$ cat src/rtl/apb_spi_pkg.sv
// Shared types for the APB initiator that drives the SPI register block:
// APB phase encodings, SPI register addresses and the queued command word.
package apb_spi_pkg;

    typedef enum logic [1:0] {
        APB_IDLE   = 2'b00,
        APB_SETUP  = 2'b01,
        APB_ACCESS = 2'b10
    } apb_state_t;

    localparam logic [2:0] ADDR_CR1 = 3'd0;
    localparam logic [2:0] ADDR_CR2 = 3'd1;
    localparam logic [2:0] ADDR_BR  = 3'd2;
    localparam logic [2:0] ADDR_SR  = 3'd3;
    localparam logic [2:0] ADDR_DR  = 3'd5;

    typedef struct packed {
        logic       write;
        logic [2:0] addr;
        logic [7:0] wdata;
    } apb_cmd_t;

    localparam int CMD_W = $bits(apb_cmd_t);

endpackage

$ cat src/rtl/apb_cmd_fifo.sv
// Command queue in front of the APB sequencer. Head entry is visible
// combinationally so the sequencer can load it on the same edge it pops.
module apb_cmd_fifo
    import apb_spi_pkg::*;
#(
    parameter int CMD_DEPTH = 4
) (
    input  logic             clk,
    input  logic             rst_n,
    input  logic             push_i,
    input  logic [CMD_W-1:0] push_data_i,
    input  logic             pop_i,
    output logic [CMD_W-1:0] pop_data_o,
    output logic             full_o,
    output logic             empty_o
);

    localparam int AW = $clog2(CMD_DEPTH);

    logic [AW:0]      wr_ptr_q, wr_ptr_d;
    logic [AW:0]      rd_ptr_q, rd_ptr_d;
    logic [CMD_W-1:0] mem_q [CMD_DEPTH];
    logic [CMD_W-1:0] mem_d [CMD_DEPTH];
    logic             do_push;
    logic             do_pop;

    // Extra pointer bit tells full from empty when the indices coincide.
    assign full_o  = (wr_ptr_q[AW] != rd_ptr_q[AW]) &&
                     (wr_ptr_q[AW-1:0] == rd_ptr_q[AW-1:0]);
    assign empty_o = (wr_ptr_q == rd_ptr_q);

    assign do_push    = push_i && !full_o;
    assign do_pop     = pop_i && !empty_o;
    assign pop_data_o = mem_q[rd_ptr_q[AW-1:0]];

    always_comb begin
        wr_ptr_d = wr_ptr_q + {{AW{1'b0}}, do_push};
        rd_ptr_d = rd_ptr_q + {{AW{1'b0}}, do_pop};
        mem_d    = mem_q;
        if (do_push) begin
            mem_d[wr_ptr_q[AW-1:0]] = push_data_i;
        end
    end

    always_ff @(posedge clk or negedge rst_n) begin
        if (!rst_n) begin
            wr_ptr_q <= '0;
            rd_ptr_q <= '0;
        end else begin
            wr_ptr_q <= wr_ptr_d;
            rd_ptr_q <= rd_ptr_d;
        end
    end

    // Storage carries no reset; an entry is only read after it was written.
    always_ff @(posedge clk) begin
        mem_q <= mem_d;
    end

endmodule

$ cat src/rtl/apb_master_bridge.sv
// APB initiator for the SPI register block: queues commands, runs SETUP/ACCESS
// and pulses a response per transfer. Optional ACCESS timeout: APB_MASTER_TIMEOUT_EN.
module apb_master_bridge
    import apb_spi_pkg::*;
#(
    parameter int CMD_DEPTH      = 4,
    parameter int TIMEOUT_CYCLES = 16
) (
    input  logic       PCLK,
    input  logic       PRESET_n,
    input  logic       cmd_valid_i,
    output logic       cmd_ready_o,
    input  logic       cmd_write_i,
    input  logic [2:0] cmd_addr_i,
    input  logic [7:0] cmd_wdata_i,
    output logic       rsp_valid_o,
    output logic [7:0] rsp_rdata_o,
    output logic       rsp_err_o,
    output logic       busy_o,
    output logic       PSEL_o,
    output logic       PENABLE_o,
    output logic       PWRITE_o,
    output logic [2:0] PADDR_o,
    output logic [7:0] PWDATA_o,
    input  logic       PREADY_i,
    input  logic [7:0] PRDATA_i,
    input  logic       PSLVERR_i
);

    if (CMD_DEPTH < 2 || (CMD_DEPTH & (CMD_DEPTH - 1)) != 0 || TIMEOUT_CYCLES < 1) begin : g_bad_params
        $error("apb_master_bridge: CMD_DEPTH must be a power of two >= 2 and TIMEOUT_CYCLES >= 1");
    end

    apb_state_t       state_q, state_d;
    apb_cmd_t         push_cmd;
    apb_cmd_t         head;
    logic [CMD_W-1:0] fifo_head;
    logic             fifo_full;
    logic             fifo_empty;
    logic             fifo_pop;
    logic             xfer_timeout;
    logic             xfer_done;

    logic       psel_q, psel_d;
    logic       penable_q, penable_d;
    logic       pwrite_q, pwrite_d;
    logic [2:0] paddr_q, paddr_d;
    logic [7:0] pwdata_q, pwdata_d;
    logic       rsp_valid_q, rsp_valid_d;
    logic [7:0] rsp_rdata_q, rsp_rdata_d;
    logic       rsp_err_q, rsp_err_d;

    assign push_cmd = '{write: cmd_write_i, addr: cmd_addr_i, wdata: cmd_wdata_i};
    assign head     = apb_cmd_t'(fifo_head);

    apb_cmd_fifo #(
        .CMD_DEPTH(CMD_DEPTH)
    ) u_cmd_fifo (
        .clk        (PCLK),
        .rst_n      (PRESET_n),
        .push_i     (cmd_valid_i),
        .push_data_i(push_cmd),
        .pop_i      (fifo_pop),
        .pop_data_o (fifo_head),
        .full_o     (fifo_full),
        .empty_o    (fifo_empty)
    );

`ifdef APB_MASTER_TIMEOUT_EN
    localparam int TW = $clog2(TIMEOUT_CYCLES + 1);

    logic [TW-1:0] to_cnt_q, to_cnt_d;

    // Counts ACCESS cycles of the current transfer; the last allowed cycle aborts.
    always_comb begin
        to_cnt_d = to_cnt_q;
        if (state_q == APB_SETUP) begin
            to_cnt_d = '0;
        end else if (state_q == APB_ACCESS) begin
            to_cnt_d = to_cnt_q + 1'b1;
        end
    end

    always_ff @(posedge PCLK or negedge PRESET_n) begin
        if (!PRESET_n) begin
            to_cnt_q <= '0;
        end else begin
            to_cnt_q <= to_cnt_d;
        end
    end

    assign xfer_timeout = (state_q == APB_ACCESS) && !PREADY_i &&
                          (to_cnt_q == TW'(TIMEOUT_CYCLES - 1));
`else
    assign xfer_timeout = 1'b0;
`endif

    assign xfer_done = (state_q == APB_ACCESS) && (PREADY_i || xfer_timeout);

    always_ff @(posedge PCLK or negedge PRESET_n) begin
        if (!PRESET_n) begin
            state_q     <= APB_IDLE;
            psel_q      <= 1'b0;
            penable_q   <= 1'b0;
            pwrite_q    <= 1'b0;
            paddr_q     <= '0;
            pwdata_q    <= '0;
            rsp_valid_q <= 1'b0;
            rsp_rdata_q <= '0;
            rsp_err_q   <= 1'b0;
        end else begin
            state_q     <= state_d;
            psel_q      <= psel_d;
            penable_q   <= penable_d;
            pwrite_q    <= pwrite_d;
            paddr_q     <= paddr_d;
            pwdata_q    <= pwdata_d;
            rsp_valid_q <= rsp_valid_d;
            rsp_rdata_q <= rsp_rdata_d;
            rsp_err_q   <= rsp_err_d;
        end
    end

    // A completing transfer with more work queued goes straight to SETUP.
    always_comb begin
        state_d  = state_q;
        fifo_pop = 1'b0;
        case (state_q)
            APB_IDLE: begin
                if (!fifo_empty) begin
                    state_d  = APB_SETUP;
                    fifo_pop = 1'b1;
                end
            end
            APB_SETUP: begin
                state_d = APB_ACCESS;
            end
            APB_ACCESS: begin
                if (xfer_done) begin
                    if (!fifo_empty) begin
                        state_d  = APB_SETUP;
                        fifo_pop = 1'b1;
                    end else begin
                        state_d = APB_IDLE;
                    end
                end
            end
            default: begin
                state_d = APB_IDLE;
            end
        endcase
    end

    always_comb begin
        psel_d      = psel_q;
        penable_d   = penable_q;
        pwrite_d    = pwrite_q;
        paddr_d     = paddr_q;
        pwdata_d    = pwdata_q;
        rsp_valid_d = 1'b0;
        rsp_rdata_d = rsp_rdata_q;
        rsp_err_d   = rsp_err_q;

        if (state_q == APB_SETUP) begin
            penable_d = 1'b1;
        end

        if (xfer_done) begin
            rsp_valid_d = 1'b1;
            rsp_rdata_d = (pwrite_q || xfer_timeout) ? 8'h00 : PRDATA_i;
            rsp_err_d   = PSLVERR_i || xfer_timeout;
            psel_d      = 1'b0;
            penable_d   = 1'b0;
        end

        // Loading a new command overrides the completion drop so PSEL stays high.
        if (fifo_pop) begin
            psel_d    = 1'b1;
            penable_d = 1'b0;
            pwrite_d  = head.write;
            paddr_d   = head.addr;
            pwdata_d  = head.write ? head.wdata : 8'h00;
        end
    end

    assign cmd_ready_o = !fifo_full;
    assign busy_o      = !fifo_empty || (state_q != APB_IDLE);
    assign PSEL_o      = psel_q;
    assign PENABLE_o   = penable_q;
    assign PWRITE_o    = pwrite_q;
    assign PADDR_o     = paddr_q;
    assign PWDATA_o    = pwdata_q;
    assign rsp_valid_o = rsp_valid_q;
    assign rsp_rdata_o = rsp_rdata_q;
    assign rsp_err_o   = rsp_err_q;

endmodule

$ cat config.mk
export PLATFORM = sky130hd
export DESIGN_NAME = apb_master_bridge
export DESIGN_NICKNAME = d
export VERILOG_FILES = /design/src/rtl/apb_spi_pkg.sv /design/src/rtl/apb_cmd_fifo.sv /design/src/rtl/apb_master_bridge.sv
export SDC_FILE = /design/constraint.sdc
export NUM_CORES = 1
export LEC_CHECK = 0
export ABC_AREA = 1
export CORE_UTILIZATION = 55
export DETAILED_ROUTE_END_ITERATION = 10
export GPL_ROUTABILITY_DRIVEN = 0
export PLACE_DENSITY = 0.85
export RECOVER_POWER = 25
export SLEW_MARGIN = 25
export SYNTH_ARGS = -nofsm -noshare
export SYNTH_HDL_FRONTEND = slang
export SYNTH_SLANG_ARGS = --single-unit
$ cat constraint.sdc
create_clock -name PCLK -period 4.3 [get_ports PCLK]
set_input_delay 1.29 -clock PCLK [delete_from_list [all_inputs] [get_ports PCLK]]
set_output_delay 1.29 -clock PCLK [all_outputs]
set_load 0.05 [all_outputs]
* Word-level counts from Yosys, hierarchy flattened *
Cells that the tools add are included.

word-level totals
  bits in registers = 80

operators by class
  order comparisons = 3
  add/sub/neg operators = 2
  bitwise logic cells = 2
  reductions and logical operators = 13
  equal/unequal tests = 7
  muxes and demuxes = 21

operators by type and width
  cell                number
  $bwmux 48           1
  $mux 12             3
  $bmux 12 s2         1
  $demux 12 s2        1
  $mux 8              2
  $mux 1              9
  $add 3x1->3         2
  $ge 3x3->1 const B  2
  $not 2->3           2
  $pmux 2 s3          1
  $logic_and 1x1->1   5
  $mux 2              2
  $ne 2x2->1 const B  2
  $reduce_bool 2->1   2
  $eq 3x3->1          1
  $lt 3x1->1 const B  1
  $reduce_bool 3->1   1
  $eq 2x1->1 const B  1
  $eq 2x2->1          1
  $eq 2x2->1 const B  1
  $logic_not 1->1     2
  $logic_not 2->1     1
  $pmux 1 s2          1
  $reduce_and 2->1    1
  2 further kinds     2

* Depth between registers and ports, before layout *
Gate-level depths: netlist of the first run.

  word-level depth = 6
  gate-level depth with buffers = 9
  gate-level depth less buffers = 9

* By module *
Synthesis of the first run repeated with hierarchy kept, for this count alone.

second synthesis, totals
  cells, all modules = 287
  area total of the unflattened synthesis = 3261.9 µm²

modules (own cells, without submodules)
  module             cells an instance  area each (µm²)  instances  sequential area each (µm²)
  apb_cmd_fifo       156                2128.3           1          1591.5
  apb_master_bridge  131                1133.6           1          650.6

* Worst setup path after synthesis of the first run *
No wires, ideal clock.

  path kind = reg2out
  from = register u_cmd_fifo.rd_ptr_q[0]
  to = output port cmd_ready_o
  buffers on the path = 1
  arrival = 1184 ps
  stages on the path, launching flop included = 4
  path slack = 1826 ps
  path through = dfrtp_1 buf_6 xnor2_2 nand4_1

on the way
  longest elaborated chain between the ends = 3

RTL lines
  item                      RTL line                  source
  start: declaration        apb_cmd_fifo.sv:21        logic [AW:0] rd_ptr_q, rd_ptr_d;
  start signal: assignment  apb_cmd_fifo.sv:51        rd_ptr_q <= rd_ptr_d;
  $eq 2x2->1                apb_cmd_fifo.sv:29        (wr_ptr_q[AW-1:0] == rd_ptr_q[AW-1:0]);
  $logic_and 1x1->1         apb_cmd_fifo.sv:28        assign full_o = (wr_ptr_q[AW] != rd_ptr_q[AW]) &&
  $logic_not 1->1           apb_master_bridge.sv:186  assign cmd_ready_o = !fifo_full;
  end: declaration          apb_master_bridge.sv:12   output logic cmd_ready_o,

Every way passes these cells.

* Worst setup path in the final report of the first run *
  from = register u_cmd_fifo.rd_ptr_q[1]
  to = output port cmd_ready_o

Same word-level chain as after synthesis.

==> metrics.yaml, run 1 <==
start_kind: "flop"
dr.pass1.iters: 4
cts_root_buf: "clkbuf_8"
synth_flop_cell: "edfxtp_1"
drive_above_1_share_pct: 9.14
violations: "capacitance limit, slew limit"
crit_required_ps: 3010
synth_top_area_share_pct: 42.6
end_kind: "primary output"
pin_count: 51
coreArea_sq_mm: 0.00592
layout.nets: 408
period_share_pct: 85.7
grt_overflow: 0
ys_ff_latch: 80
instances_no_fill: 458
slew_violations: 33
r2r_start: "u_cmd_fifo.rd_ptr_q[0]"
grt_use_total_pct: 21.7
rsz0062_at_grt: "no"
avgViaCountPerCell: 5.01
placed_cells: 443
hold_buffers: 0
final.setup.tns_ps: 0
crit_arrival_ps: 2400
async_flop_share_pct: 40.0
diodes: 0
grt_pass1_vias: 2222
cp_slowest_cell: "clkdlybuf4s50_1"
numCtsBuffers: 9
cts_sinks: 80
yosys_warnings: 0
yosysSeqAreaShare_pct: 66.3
hold_path_class: "flop to flop"
postPlaceCellArea_sq_mm: 0.00394
post_cts_resize_count: 0
die_w_um: 80.4
drt-initial-drc-count: 141
status: "finished, violations left"
cp_max_fo: 15
power_density_mw_per_mm2: 769
dpl.hpwl_mm: 4.28
slew_headroom_pct: -11.8
startpoint: "u_cmd_fifo.rd_ptr_q[1]"
maxCapViolations: 1
synth_edf_count: 48
syn2layout_area_growth_pct: 22.3
grt_max_degree: 33
cts_buffer_depth: 2
timing.hold.ws_ps: 488
path_cells: "inv_2 > nand2_1 > nand2_1 > nand4_1 > clkdlybuf4s50_1"
die_h_um: 80.4
vias: 2294
fin_skew_ps: 7.54
htreeDepth: 3
whs_path_depth: 2
drtAntennaViolNets: 0
yosys.cell_count.top_type: "nand2_1"
syn_nets: 352
max_slew.worst_pin.slew_ps: 1680
postSynthCellCount: 323
synthTopCellsByCount: "99 x nand2_1, 48 x edfxtp_1, 48 x inv_1"
cpMostUsedCell: "nand2_1"
nFillCells: 414
start_util_pct: 57.1
worst_slack_ps: 615
cts_tree: "built"
worst-setup-path-type: "flop to primary output"
setup_viol: 0
yosys.area.top_type: "edfxtp_1"
num_rows: 28
post_synth.cell_area_avg_sq_um: 10.5
routed_wl_mm: 6.29
drc: 0
synth_cell_type_count: 23
antenna_found_initial: 0
wl_per_cell_um: 13.7
max_clock_freq_mhz: 271
dpl_worst_slack_ps: 992
insertion_delay_ps: 340
vdd_drop_max_mv: 0.399
leakagePower_nw: 1.89
postCtsSetupRepairBufs: 0
yosys-top-cells-area: "edfxtp_1 43%, dfrtp_1 24%, nand2_1 11%"
ff2ff_path_depth: 6
slowest_delay_ps: 810
syn_area_sq_mm: 0.00338
grt_pass1_wl_mm: 10.2
fin_area_sq_mm: 0.00413
io_buffers: 50
clk_pin_slew_worst_paths_ps: 70
holdCritStartpoint: "rsp_rdata_o[7]"
hold_viol: 0
layout_min_cycle_time_ps: 3690
die_area_sq_mm: 0.00646
[worst max-delay path: cells and delay by family, from the launching register on]
family                 cells  cell delay (ps)
buffers and inverters      2             1040
flip-flops                 1              670
AND/OR/NAND/NOR            3              330
[layout by cell type (no fill, tap or decap), drive strengths merged]
master         count
o21bai             1
clkbuf            10
clkdlybuf4s50     39
xnor2              1
clkinv             4
bufinv             2
edfxtp            48
dfrtp             32
o21ai             15
nand4              2
nand3             31
buf                5
nor2              20
xor2               2
ha                 4
inv               49
a21oi              1
nand2            106
dlygate4sd3       11
[sequential cells by signal, indices dropped and copies added (netlist names)]
signal,cells
state_q,2
PWRITE_o,1
u_cmd_fifo.wr_ptr_q,3
PWDATA_o,8
PENABLE_o,1
u_cmd_fifo.rd_ptr_q,3
rsp_rdata_o,8
rsp_err_o,1
u_cmd_fifo.mem_q,48
PADDR_o,3
PSEL_o,1
rsp_valid_o,1
[power breakdown]
group | switching, mW | internal [mW]
clock | 0.246 | 0.316
sequential | 0.169 | 1.06
combinational | 0.940 | 0.451
total | 1.35 | 1.83
[path summary, 6_finish.rpt]
path                                          end  slack (ps)
min reg2reg                        rsp_rdata_o[7]         490
max reg2reg                           PWDATA_o[1]        1890
min in group asynchronous             PWDATA_o[1]        1920
min                                rsp_rdata_o[7]         490
max                                   cmd_ready_o         610
max in group asynchronous  u_cmd_fifo.wr_ptr_q[0]        1420
[through the flow]
step           utilization [%]  power, mW
2_1_floorplan                -       2.27
6_report                  69.8       3.18
5_1_grt                   69.8       3.37
3_3_place_gp              66.5       2.57
3_5_place_dp              66.5       2.64
4_1_cts                   69.9       3.20
[layer usage]
metal	up-vias	GRT usage [%]	wire [um]
met2	83	34.5	2940
li1	1138	-	-
met1	1059	27.2	2810
met4	0	10.7	153
met5	-	0	0
met3	14	5.91	387
[kinds of logic after synthesis]
kind of cell / share of synthesized area, %
AOI/OAI and AO/OA: 3.59
adders and majority gates: 1.48
buffers and inverters: 7.85
and+or+nand+nor: 19.8
xor gates and xnor gates: 0.999
DFF: 66.3
[area by class of cell]
| cell class | count | area, sq um | area share (%) |
|---|---|---|---|
| sequential | 80 | 2240 | 54.2 |
| clock inverter | 6 | 75.1 | 1.82 |
| timing repair buffer | 56 | 542 | 13.1 |
| clock buffer | 9 | 124 | 3.00 |
| multi-input combinational | 183 | 873 | 21.1 |
| inverter | 49 | 184 | 4.45 |
| tap | 75 | 93.8 | 2.27 |
Note: power is estimated with default switching activity, not from simulation.
==> run 2: changes to the inputs <==
GPL_ROUTABILITY_DRIVEN = unset   (was 0)
==> results of run 2 <==
Final layout, timing and power as in run 1 (identical DEF).
